===== config.mk =====
export PLATFORM = sky130hd
export DESIGN_NAME = uart_rx_oversampler
export DESIGN_NICKNAME = d
export VERILOG_FILES = /design/src/rtl/uart_rx_oversampler.sv
export SDC_FILE = /design/constraint.sdc
export NUM_CORES = 1
export LEC_CHECK = 0
export CORE_ASPECT_RATIO = 1.2
export CORE_MARGIN = 10
export CORE_UTILIZATION = 55
export DETAILED_ROUTE_END_ITERATION = 10
export MAX_ROUTING_LAYER = met4
export PLACE_DENSITY = 0.77
export SETUP_SLACK_MARGIN = 0.2
export SLEW_MARGIN = 20
export SYNTH_ARGS = -nofsm -noshare
export SYNTH_HDL_FRONTEND = slang
export SYNTH_SLANG_ARGS = --single-unit

===== constraint.sdc =====
create_clock -name clk -period 2.4 [get_ports clk]
set_clock_uncertainty 0.15 [all_clocks]
set_input_delay 0.24 -clock clk [delete_from_list [all_inputs] [get_ports clk]]
set_output_delay 0.24 -clock clk [all_outputs]
set_load 0.01 [all_outputs]

===== src/rtl/uart_rx_oversampler.sv =====
// Oversampling UART receiver: 2-flop sync, start-bit validation, 2-of-3 bit voting, one-entry holding register.
// Optional parity stage (parity_odd in, parity_err out) when UART_RX_PARITY_EN is defined.
module uart_rx_oversampler #(
  parameter int CLK_DIV    = 1,
  parameter int OVERSAMPLE = 8,
  parameter int DATA_BITS  = 8
) (
  input  logic                 clk,
  input  logic                 reset,
  input  logic                 rxd,
  output logic [DATA_BITS-1:0] rx_data,
  output logic                 rx_valid,
  input  logic                 rx_ready,
  output logic                 frame_err,
  output logic                 overrun,
`ifdef UART_RX_PARITY_EN
  input  logic                 parity_odd,
  output logic                 parity_err,
`endif
  output logic                 busy
);

  localparam int M     = OVERSAMPLE / 2;
  localparam int DIV_W = (CLK_DIV > 1) ? $clog2(CLK_DIV) : 1;
  localparam int PH_W  = $clog2(OVERSAMPLE);
  localparam int BIT_W = $clog2(DATA_BITS);

  typedef enum logic [2:0] {
    S_IDLE,
    S_START,
    S_DATA,
`ifdef UART_RX_PARITY_EN
    S_PARITY,
`endif
    S_STOP,
    S_WAIT_IDLE
  } state_t;

  state_t               state_q, state_d;
  logic                 rxd_meta_q, rxd_s_q;
  logic [DIV_W-1:0]     div_q, div_d;
  logic [PH_W-1:0]      phase_q, phase_d;
  logic [BIT_W-1:0]     bit_q, bit_d;
  logic [1:0]           samp_q, samp_d;
  logic [DATA_BITS-1:0] shift_q, shift_d;
  logic [DATA_BITS-1:0] rx_data_q, rx_data_d;
  logic                 rx_valid_q, rx_valid_d;
  logic                 frame_err_q, frame_err_d;
  logic                 overrun_q, overrun_d;
`ifdef UART_RX_PARITY_EN
  logic                 parity_bad_q, parity_bad_d;
  logic                 parity_err_q, parity_err_d;
`endif

  logic tick, vote, maj, complete;

  assign tick = (div_q == DIV_W'(CLK_DIV - 1));
  assign vote = tick && (phase_q == PH_W'(M + 1));
  // Third sample is the live synchronised level at phase M+1.
  assign maj  = (samp_q[0] & samp_q[1]) | (samp_q[0] & rxd_s_q) | (samp_q[1] & rxd_s_q);

  always_ff @(posedge clk or posedge reset) begin
    if (reset) begin
      rxd_meta_q <= 1'b1;
      rxd_s_q    <= 1'b1;
    end else begin
      rxd_meta_q <= rxd;
      rxd_s_q    <= rxd_meta_q;
    end
  end

  always_ff @(posedge clk or posedge reset) begin
    if (reset) begin
      state_q      <= S_IDLE;
      div_q        <= '0;
      phase_q      <= '0;
      bit_q        <= '0;
      samp_q       <= '0;
      shift_q      <= '0;
      rx_data_q    <= '0;
      rx_valid_q   <= 1'b0;
      frame_err_q  <= 1'b0;
      overrun_q    <= 1'b0;
`ifdef UART_RX_PARITY_EN
      parity_bad_q <= 1'b0;
      parity_err_q <= 1'b0;
`endif
    end else begin
      state_q      <= state_d;
      div_q        <= div_d;
      phase_q      <= phase_d;
      bit_q        <= bit_d;
      samp_q       <= samp_d;
      shift_q      <= shift_d;
      rx_data_q    <= rx_data_d;
      rx_valid_q   <= rx_valid_d;
      frame_err_q  <= frame_err_d;
      overrun_q    <= overrun_d;
`ifdef UART_RX_PARITY_EN
      parity_bad_q <= parity_bad_d;
      parity_err_q <= parity_err_d;
`endif
    end
  end

  always_comb begin
    state_d      = state_q;
    div_d        = div_q;
    phase_d      = phase_q;
    bit_d        = bit_q;
    samp_d       = samp_q;
    shift_d      = shift_q;
    rx_data_d    = rx_data_q;
    rx_valid_d   = rx_valid_q;
    frame_err_d  = 1'b0;
    overrun_d    = 1'b0;
    complete     = 1'b0;
`ifdef UART_RX_PARITY_EN
    parity_bad_d = parity_bad_q;
    parity_err_d = 1'b0;
`endif

    if (state_q != S_IDLE && state_q != S_WAIT_IDLE) begin
      div_d = tick ? '0 : div_q + DIV_W'(1);
      if (tick) begin
        phase_d = (phase_q == PH_W'(OVERSAMPLE - 1)) ? '0 : phase_q + PH_W'(1);
        if (phase_q == PH_W'(M - 1)) samp_d[0] = rxd_s_q;
        if (phase_q == PH_W'(M))     samp_d[1] = rxd_s_q;
      end
    end

    case (state_q)
      S_IDLE: begin
        if (!rxd_s_q) begin
          state_d = S_START;
          div_d   = '0;
          phase_d = '0;
          bit_d   = '0;
        end
      end
      S_START: begin
        if (vote) state_d = maj ? S_IDLE : S_DATA;
      end
      S_DATA: begin
        if (vote) begin
          shift_d = {maj, shift_q[DATA_BITS-1:1]};
          if (bit_q == BIT_W'(DATA_BITS - 1)) begin
            bit_d = '0;
`ifdef UART_RX_PARITY_EN
            state_d = S_PARITY;
`else
            state_d = S_STOP;
`endif
          end else begin
            bit_d = bit_q + BIT_W'(1);
          end
        end
      end
`ifdef UART_RX_PARITY_EN
      S_PARITY: begin
        if (vote) begin
          parity_bad_d = maj ^ (^shift_q) ^ parity_odd;
          state_d      = S_STOP;
        end
      end
`endif
      S_STOP: begin
        if (vote) begin
          if (maj) begin
            complete = 1'b1;
            state_d  = S_IDLE;
          end else begin
            frame_err_d = 1'b1;
            state_d     = S_WAIT_IDLE;
          end
        end
      end
      S_WAIT_IDLE: begin
        if (rxd_s_q) state_d = S_IDLE;
      end
      default: state_d = S_IDLE;
    endcase

    // A same-cycle accept frees the slot, so the new byte may load.
    if (complete) begin
`ifdef UART_RX_PARITY_EN
      parity_err_d = parity_bad_q;
`endif
      if (!rx_valid_q || rx_ready) begin
        rx_data_d  = shift_q;
        rx_valid_d = 1'b1;
      end else begin
        overrun_d = 1'b1;
      end
    end else if (rx_valid_q && rx_ready) begin
      rx_valid_d = 1'b0;
    end
  end

  assign rx_data   = rx_data_q;
  assign rx_valid  = rx_valid_q;
  assign frame_err = frame_err_q;
  assign overrun   = overrun_q;
  assign busy      = (state_q != S_IDLE);
`ifdef UART_RX_PARITY_EN
  assign parity_err = parity_err_q;
`endif

endmodule

==> results of run 1 <==
## flip-flops by register name, indices dropped and copies added (netlist names)
| name | flops |
|---|---|
| rxd_s_q | 1 |
| rx_valid | 1 |
| frame_err | 1 |
| samp_q | 2 |
| shift_q | 8 |
| phase_q | 3 |
| bit_q | 3 |
| overrun | 1 |
| div_q | 1 |
| rx_data | 8 |
| rxd_meta_q | 1 |
| state_q | 3 |
## stage by stage
stage	total power [mW]	hold slack (ns)
2_1_floorplan	1.238	0.09448
3_3_place_gp	1.343	0.1970
3_5_place_dp	1.395	0.1976
4_1_cts	1.713	0.1357
5_1_grt	1.824	0.1524
6_report	1.694	0.1284
## layer usage
layer  part of all wire [%]  GRT usage, %  vias to the layer above
met5                      0             -                        -
met4                    1.8         4.839                        0
met3                    6.0         4.261                        6
met2                     53         18.95                       19
met1                     40         12.09                      460
li1                       -             -                      458
## cell families after synthesis
kind of cell / Yosys count / share of synthesized area [%]
buffers and inverters: 11 / 4.023
DFF: 33 / 53.26
AOI/OAI and AO/OA: 20 / 8.689
adders and majority gates: 8 / 6.355
and+or+nand+nor: 29 / 12.07
muxes: 19 / 15.61
## synth_stat cells, drive strengths merged
master / number
mux2i: 1
nand4: 1
o21a: 1
a22oi: 1
and2: 1
o211ai: 1
ha: 7
a21oi: 2
or3: 2
o31ai: 2
and2b: 1
a22o: 6
o21ai: 7
buf: 5
maj3: 1
and3b: 1
nand2: 7
nor3: 3
inv: 6
mux2: 18
dfrtp: 31
or4: 1
nor2: 7
nand2b: 2
nand3: 2
dfstp: 2
nand3b: 1
## cells in the final DEF, fill, tap and decap left out, types with 2 or more instances in the layout
cell / n
ha_1: 7
mux2_1: 8
a22o_1: 6
o21ai_1: 2
inv_1: 6
a21oi_1: 2
o21ai_0: 5
mux2_2: 2
dfrtp_1: 30
clkbuf_4: 5
nand2_1: 6
nor3_1: 2
clkdlybuf4s50_1: 15
o31ai_1: 2
nor2_1: 7
nand3_1: 2
dfstp_2: 2
mux2_4: 8
or3_1: 2
## final cells by class
class	instances	area (um^2)
inverters	6	22.52
well taps	34	42.54
clock buffers	7	55.05
flip-flops and latches	33	829.5
fillers	228	987.2
multi-input cells	76	664.4
repair buffers	16	157.7
## final timing paths
path	startpoint	end	slack, ns	depth (start not counted)
max	state_q[0]	busy	0.31	2
min	reset	rx_data[0]	0.13	3
max reg2reg	phase_q[1]	shift_q[3]	0.52	6
min reg2reg	rxd_meta_q	rxd_s_q	0.22	0
max in group asynchronous	reset	rxd_s_q	1.65	3
min in group clk	rxd	rxd_meta_q	0.15	1
## where the power goes
| part | internal [mW] | switching, mW |
|---|---|---|
| combinational | 0.278 | 0.280 |
| clock | 0.138 | 0.178 |
| sequential | 0.672 | 0.148 |
| total | 1.09 | 0.606 |
## repair_timing
action | CTS | global route
buffers inserted | 0 | 0
gates resized for setup | 0 | 1
endpoints found under the setup margin | 0 | 1
hold endpoints to repair | 0 | 0
## worst max-delay path: cells and delay by family (launching register included)
kind,cells,cell delay (ns)
buf+inv,1,0.49
flops,1,0.52
simple gates,1,0.35
==> metrics.txt, run 1 <==
crit end category primary output; Worst-Margin Slew ~0.41 ns; Core Box Area 0.002759 mm^2; ranking of synthesized cells by area dfrtp_1, mux2_4, mux2_1; hold_buf cts 0; first drt pass iteration count 4; fin crit period approximately 2.1 ns; Leak Pwr about 0.89 nW; Synth Instances 120; synth warn 0; Critical-path top delay cell dfrtp_1; dominant cell type by area after synthesis dfrtp_1; H-tree levels 2; CP required approximately 2 ns; ANT nets after route 0; port bufs 15; GRT Util Overall 11.60%; setup ws final about 0.3 ns; share of cells above drive strength 1 a little under 20%; CP arrival between 1.5 and 2 ns; final setup TNS 0 ns; CTS tree done; Via Count between 900 and 1000; number of clock sinks 33; Area Growth Syn to Fin 13.92%; Die Y ~80 um; post-layout util about 64%; GRT overflow 0; Final Setup Violations 0; Critical Path Fanout Max 10; status completed; Post-Syn Area per Cell around 13 um^2; Max-Cap Viols 0; Die Area about 0.0054 mm^2; relative slew slack around 73%; Die X 68.55 um; Synth Cell Area about 0.0016 mm^2; clock-pin slew on the worst setup and hold paths roughly 0.09 ns; IO Pins 16; Tcrit/Tclk final 87.26%; clock tree buffer depth 2; vias per inst roughly 5.5; vias in the first global route 1009; Clock Latency Late Sink about 0.34 ns; Antenna Cells 0; Final Net Count roughly 150; pin count of the biggest net entering global routing 34; min-delay worst type in2async; Power Dens Cells between 900 and 1000 mW/mm^2; dpl hpwl approximately 2000 um; clock buffer count from CTS 5; final std cells w/o fill 172; row count 21; CP startpoint kind register; syn_nets around 130; max-slew violations 0; fmax roughly 480 MHz; Crit Path Class reg2out; register area share after synthesis 53.26%; Yosys cell types 35; wire per inst 15.49 um; Final GP Congestion a little over 0.7; placed cell areas between 0.0015 and 0.002 mm^2; unrepaired setup endpoints after global routing false; overall routed net length 2664 um; Starting Density around 56%; CP peak stage delay roughly 0.52 ns; 1st-iter DRT viols 77; initial antenna violation count 0; DRC viols 0; placed cells around 170; VDD IR max 0.0006321 V; count of final hold-check violations 0; Finished Cell Area around 0.0018 mm^2; Yosys top cell area share around 50%; post-synthesis register bit count 33; dpl ws a little over 0.5 ns; global-route wire length before repair around 4700 um; clock root cell clkbuf_4; crit-path cells or3_1, clkdlybuf4s50_1
No activity file was read; power rests on OpenSTA's default activity.
==> run 2: changes to the inputs <==
--- a/config.mk
+++ b/config.mk
@@ -7,10 +7,11 @@
 export LEC_CHECK = 0
 export CORE_ASPECT_RATIO = 1.2
 export CORE_MARGIN = 10
-export CORE_UTILIZATION = 55
+export CORE_UTILIZATION = 58
+export CTS_BUF_LIST = sky130_fd_sc_hd__clkbuf_8
 export DETAILED_ROUTE_END_ITERATION = 10
 export MAX_ROUTING_LAYER = met4
-export PLACE_DENSITY = 0.77
+export PLACE_DENSITY = 0.8
 export SETUP_SLACK_MARGIN = 0.2
 export SLEW_MARGIN = 20
 export SYNTH_ARGS = -nofsm -noshare
==> metrics.txt, run 2 (synthesis gave the netlist of run 1 again) <==
status completed; post_cts resized 0; R2R setup slack just over 0.5 ns; unrepaired setup endpoints after global routing false; Antenna Cells 0; Die X ~67 um; placed cell areas around 0.0017 mm^2; Die Y roughly 77 um; vias per inst approximately 5.4; GRT busiest layer met2; Int Pwr 1.175 mW; power share of the clock group a little under a quarter; 1st-iter DRT viols 21; CP peak stage delay ~0.5 ns; FF-to-FF End rx_data[1]; share of cells above drive strength 1 18.71%; fin crit period a little over 2 ns; CTS tree done; sequential share of power a little under half; Core Box Area 0.002552 mm^2; clock tree buffer depth 2; clock buffer count from CTS 5; GRT Util Overall between 10% and 20%; hold_buf cts 0; Tcrit/Tclk final 86.03%; IO Pins 16; Final Net Count 149; clock-pin slew on the worst setup and hold paths about 0.070 ns; ANT nets after route 0; GRT overflow 0; CP required about 2 ns; H-tree levels 2; Finished Cell Area 0.001804 mm^2; Worst-Margin Slew around 0.40 ns; GR Util met1 roughly an eighth; global-route wire length before repair 4505 um; number of clock sinks 33; Area Growth Syn to Fin 16.01%; met2 GRT Util 19.20%; dpl hpwl approximately 1900 um; Die Area around 0.0052 mm^2; Power Dens Cells 989.7 mW/mm^2; Leak Pwr a little over 0.9 nW; leading cell type in the layout, fill and taps excluded dfrtp_1; Final Setup Violations 0; Crit Path Class reg2out; switch share roughly a third; fill cell count 181; Worst Path Buf+Inv 1; Reg-to-Reg Start phase_q[1]; VDD IR max between 0.0005 and 0.0006 V; overall routed net length about 2600 um; count of final hold-check violations 0; fmax roughly 480 MHz; row count 20; first drt pass iteration count 4; Comb power frac a little under a third; clock root cell clkbuf_8; port bufs 15; Final GP Congestion around 0.7; Starting Density between 60% and 70%; initial antenna violation count 0; Via Count between 900 and 1000; Crit path max-delay family flip-flops; DRC viols 0; crit-path cells or3_1, clkdlybuf4s50_1; Clock Latency Late Sink 0.28 ns; pin count of the biggest net entering global routing 34; max-slew violations 0; Critical-path top delay cell dfrtp_1; switching power between 600 and 700 uW; final setup TNS 0 ns; min-delay worst type in2async; CP startpoint kind register; Reg2Reg Depth 6; most frequent cells in the layout dfrtp_1, clkdlybuf4s50_1, mux2_4, mux2_1, inv_1; met3 usage between 3 and 4%; CP arrival 1.67 ns; setup repair bufs after CTS 0; wire per inst 14.99 um; vias in the first global route approximately 990; relative slew slack between 70% and 80%; Max-Cap Viols 0; Critical Path Fanout Max 10; crit end category primary output
[run 2: cell type report]
type                       instances  area (um^2)  share of cell area, %
clock inverter                     2        7.507                 0.4161
clock buffer                       6        82.58                  4.577
timing repair buffer              16        157.7                  8.738
multi-input combinational         76        664.4                  36.82
sequential                        33        828.3                  45.91
inverter                           6        22.52                  1.248
tap                               33        41.29                  2.288
[run 2: power by group through the flow]
stage                     registers [mW]  logic, mW  clock network (mW)
after floorplan                    0.759      0.479                   0
final                              0.818      0.557               0.411
after CTS                          0.818      0.564               0.427
after global placement             0.816      0.522                   0
after global routing               0.840      0.630               0.446
after detailed placement           0.829      0.561                   0
[run 2: through the flow]
step	setup WS (ns)	utilization [%]	instances	power, mW	hold slack (ns)
final	0.3354	70.69	172	1.786	0.1903
after global routing	0.2672	70.69	172	1.917	0.2100
after CTS	0.3095	70.69	172	1.809	0.1980
after global placement	0.6023	67.16	164	1.338	0.1975
after detailed placement	0.5150	67.16	164	1.389	0.2049
after floorplan	0.6116	-	120	1.238	0.09448
[run 2: worst max-delay path by stage]
stage / start / to / slack [ns] / cells after the start
3_3_place_gp: phase_q[1] / rx_data[0] / 0.60 / 6
5_1_grt: state_q[2] / busy / 0.27 / 2
6_report: state_q[2] / busy / 0.34 / 2
4_1_cts: state_q[2] / busy / 0.31 / 2
2_1_floorplan: phase_q[1] / rx_data[0] / 0.61 / 7
3_5_place_dp: phase_q[1] / shift_q[7] / 0.51 / 6
[run 2: worst min-delay path, stage by stage]
cell and delay, ns:
clkdlybuf4s50_1 0.40, inv_1 0.05, buf_4 0.36
[run 2: routing by layer]
metal  wire, um  up-vias
met1       1009      455
met4         22        0
met2       1384       21
met3        162        2
li1           -      455
met5          0        -
==> run 3: changes to the inputs <==
--- a/config.mk
+++ b/config.mk
@@ -6,7 +6,6 @@
 export NUM_CORES = 1
 export LEC_CHECK = 0
 export CORE_ASPECT_RATIO = 1.2
-export CORE_MARGIN = 10
 export CORE_UTILIZATION = 58
 export CTS_BUF_LIST = sky130_fd_sc_hd__clkbuf_8
 export DETAILED_ROUTE_END_ITERATION = 10
==> metrics.txt, run 3 (synthesis gave the netlist of run 1 again) <==
Final GP Congestion around 0.74; Critical-path top delay cell dfrtp_1; critical path startpoint state_q[2]; Core Box Area 0.002527 mm^2; setup ws final roughly 0.34 ns; pin count of the biggest net entering global routing 26; CTS tree done; DRC viols 0; CP startpoint kind register; Final Net Count roughly 150; CP arrival about 1.7 ns; H-tree levels 2; post_cts resized 0; setup repair bufs after CTS 0; crit end category primary output; CP peak stage delay slightly below 0.5 ns; share of cells above drive strength 1 between 10% and 20%; crit-path cells or3_1, clkdlybuf4s50_1; IO Pins 16; clock root cell clkbuf_8; vias per inst between 5 and 6; Area Growth Syn to Fin 15.53%; Final Setup Violations 0; Die Y 58.73 um; Die Area between 0.002 and 0.003 mm^2; status completed; fin crit period around 2.1 ns; vias in the first global route ~1000; Crit Path Class reg2out; Via Count 970; clock buffer count from CTS 5; CP required between 2 and 2.5 ns; hold_buf cts 0; dpl hpwl between 1500 and 2000 um; min-delay worst type in2async; Die X around 49 um; global-route wire length before repair about 4500 um; dpl ws between 0.5 and 0.6 ns; clock tree buffer depth 2; GRT overflow 0; port bufs 15; initial antenna violation count 0; Tcrit/Tclk final between 80% and 90%; Clock Latency Late Sink between 0.2 and 0.3 ns; 1st-iter DRT viols 22; ANT nets after route 0; Max-Cap Viols 0; post-layout util around 71%; final hold slack 0.06275 ns; Worst-Margin Slew roughly 0.4 ns; max-slew violations 0; clock-pin slew on the worst setup and hold paths ~0.070 ns; Antenna Cells 0; Leak Pwr between 0.9 and 1 nW; placed cell areas ~0.0017 mm^2; Crit path max-delay family flip-flops; GRT Util Overall 21.74%; overall routed net length 2575 um; unrepaired setup endpoints after global routing false; count of final hold-check violations 0; Worst Path Buf+Inv 1; relative slew slack ~73%; Power Dens Cells slightly below 1000 mW/mm^2; number of clock sinks 33; wire per inst about 15 um; Critical Path Fanout Max 10; VDD IR max 0.0007527 V; leading cell type in the layout, fill and taps excluded dfrtp_1; Reg-to-Reg Start phase_q[1]; final setup TNS 0 ns; fmax 485.8 MHz; most frequent cells in the layout dfrtp_1, clkdlybuf4s50_1, mux2_4, mux2_1; first drt pass iteration count 4; row count 20; Finished Cell Area ~0.0018 mm^2; Starting Density 61.53%
-- run 3: cell types whose count changed in the layout (fill, tap and decap cells not counted), sizes merged --
cell | previous run | this run
inv | 8 | 7
clkbuf | 6 | 5
clkinv | 0 | 2
-- run 3: stage by stage --
step | power, mW | cells
2_1_floorplan | 1.238 | 120
3_3_place_gp | 1.342 | 164
3_5_place_dp | 1.390 | 164
4_1_cts | 1.792 | 172
5_1_grt | 1.916 | 172
6_report | 1.784 | 172
-- run 3: routing by layer --
metal	GRT usage, %	part of all wire [%]	routed length [um]
met3	5.685	3.8	97
met2	38.36	53	1354
met5	-	0	0
met1	22.60	41	1062
met4	10.08	2.3	60
-- run 3: cell type report --
class / instances / area [um^2]
clock buffers: 5 / 68.82
clock inverters: 3 / 13.76
fillers: 180 / 730.7
inverters: 6 / 22.52
multi-input cells: 76 / 664.4
flip-flops and latches: 33 / 828.3
well taps: 33 / 41.29
repair buffers: 16 / 157.7
-- run 3: final timing paths --
kind / to / slack (ns) / depth (start not counted)
max: busy / 0.34 / 2
min in group clk: rxd_s_q / 0.21 / 0
max reg2reg: shift_q[4] / 0.48 / 6
min reg2reg: rxd_s_q / 0.21 / 0
min: div_q / 0.06 / 2
max in group asynchronous: bit_q[1] / 1.41 / 3
-- run 3: power by group --
group / switching (mW) / total (mW) / internal (mW)
clock network: 0.193 / 0.389 / 0.196
registers: 0.153 / 0.825 / 0.673
logic: 0.291 / 0.569 / 0.278
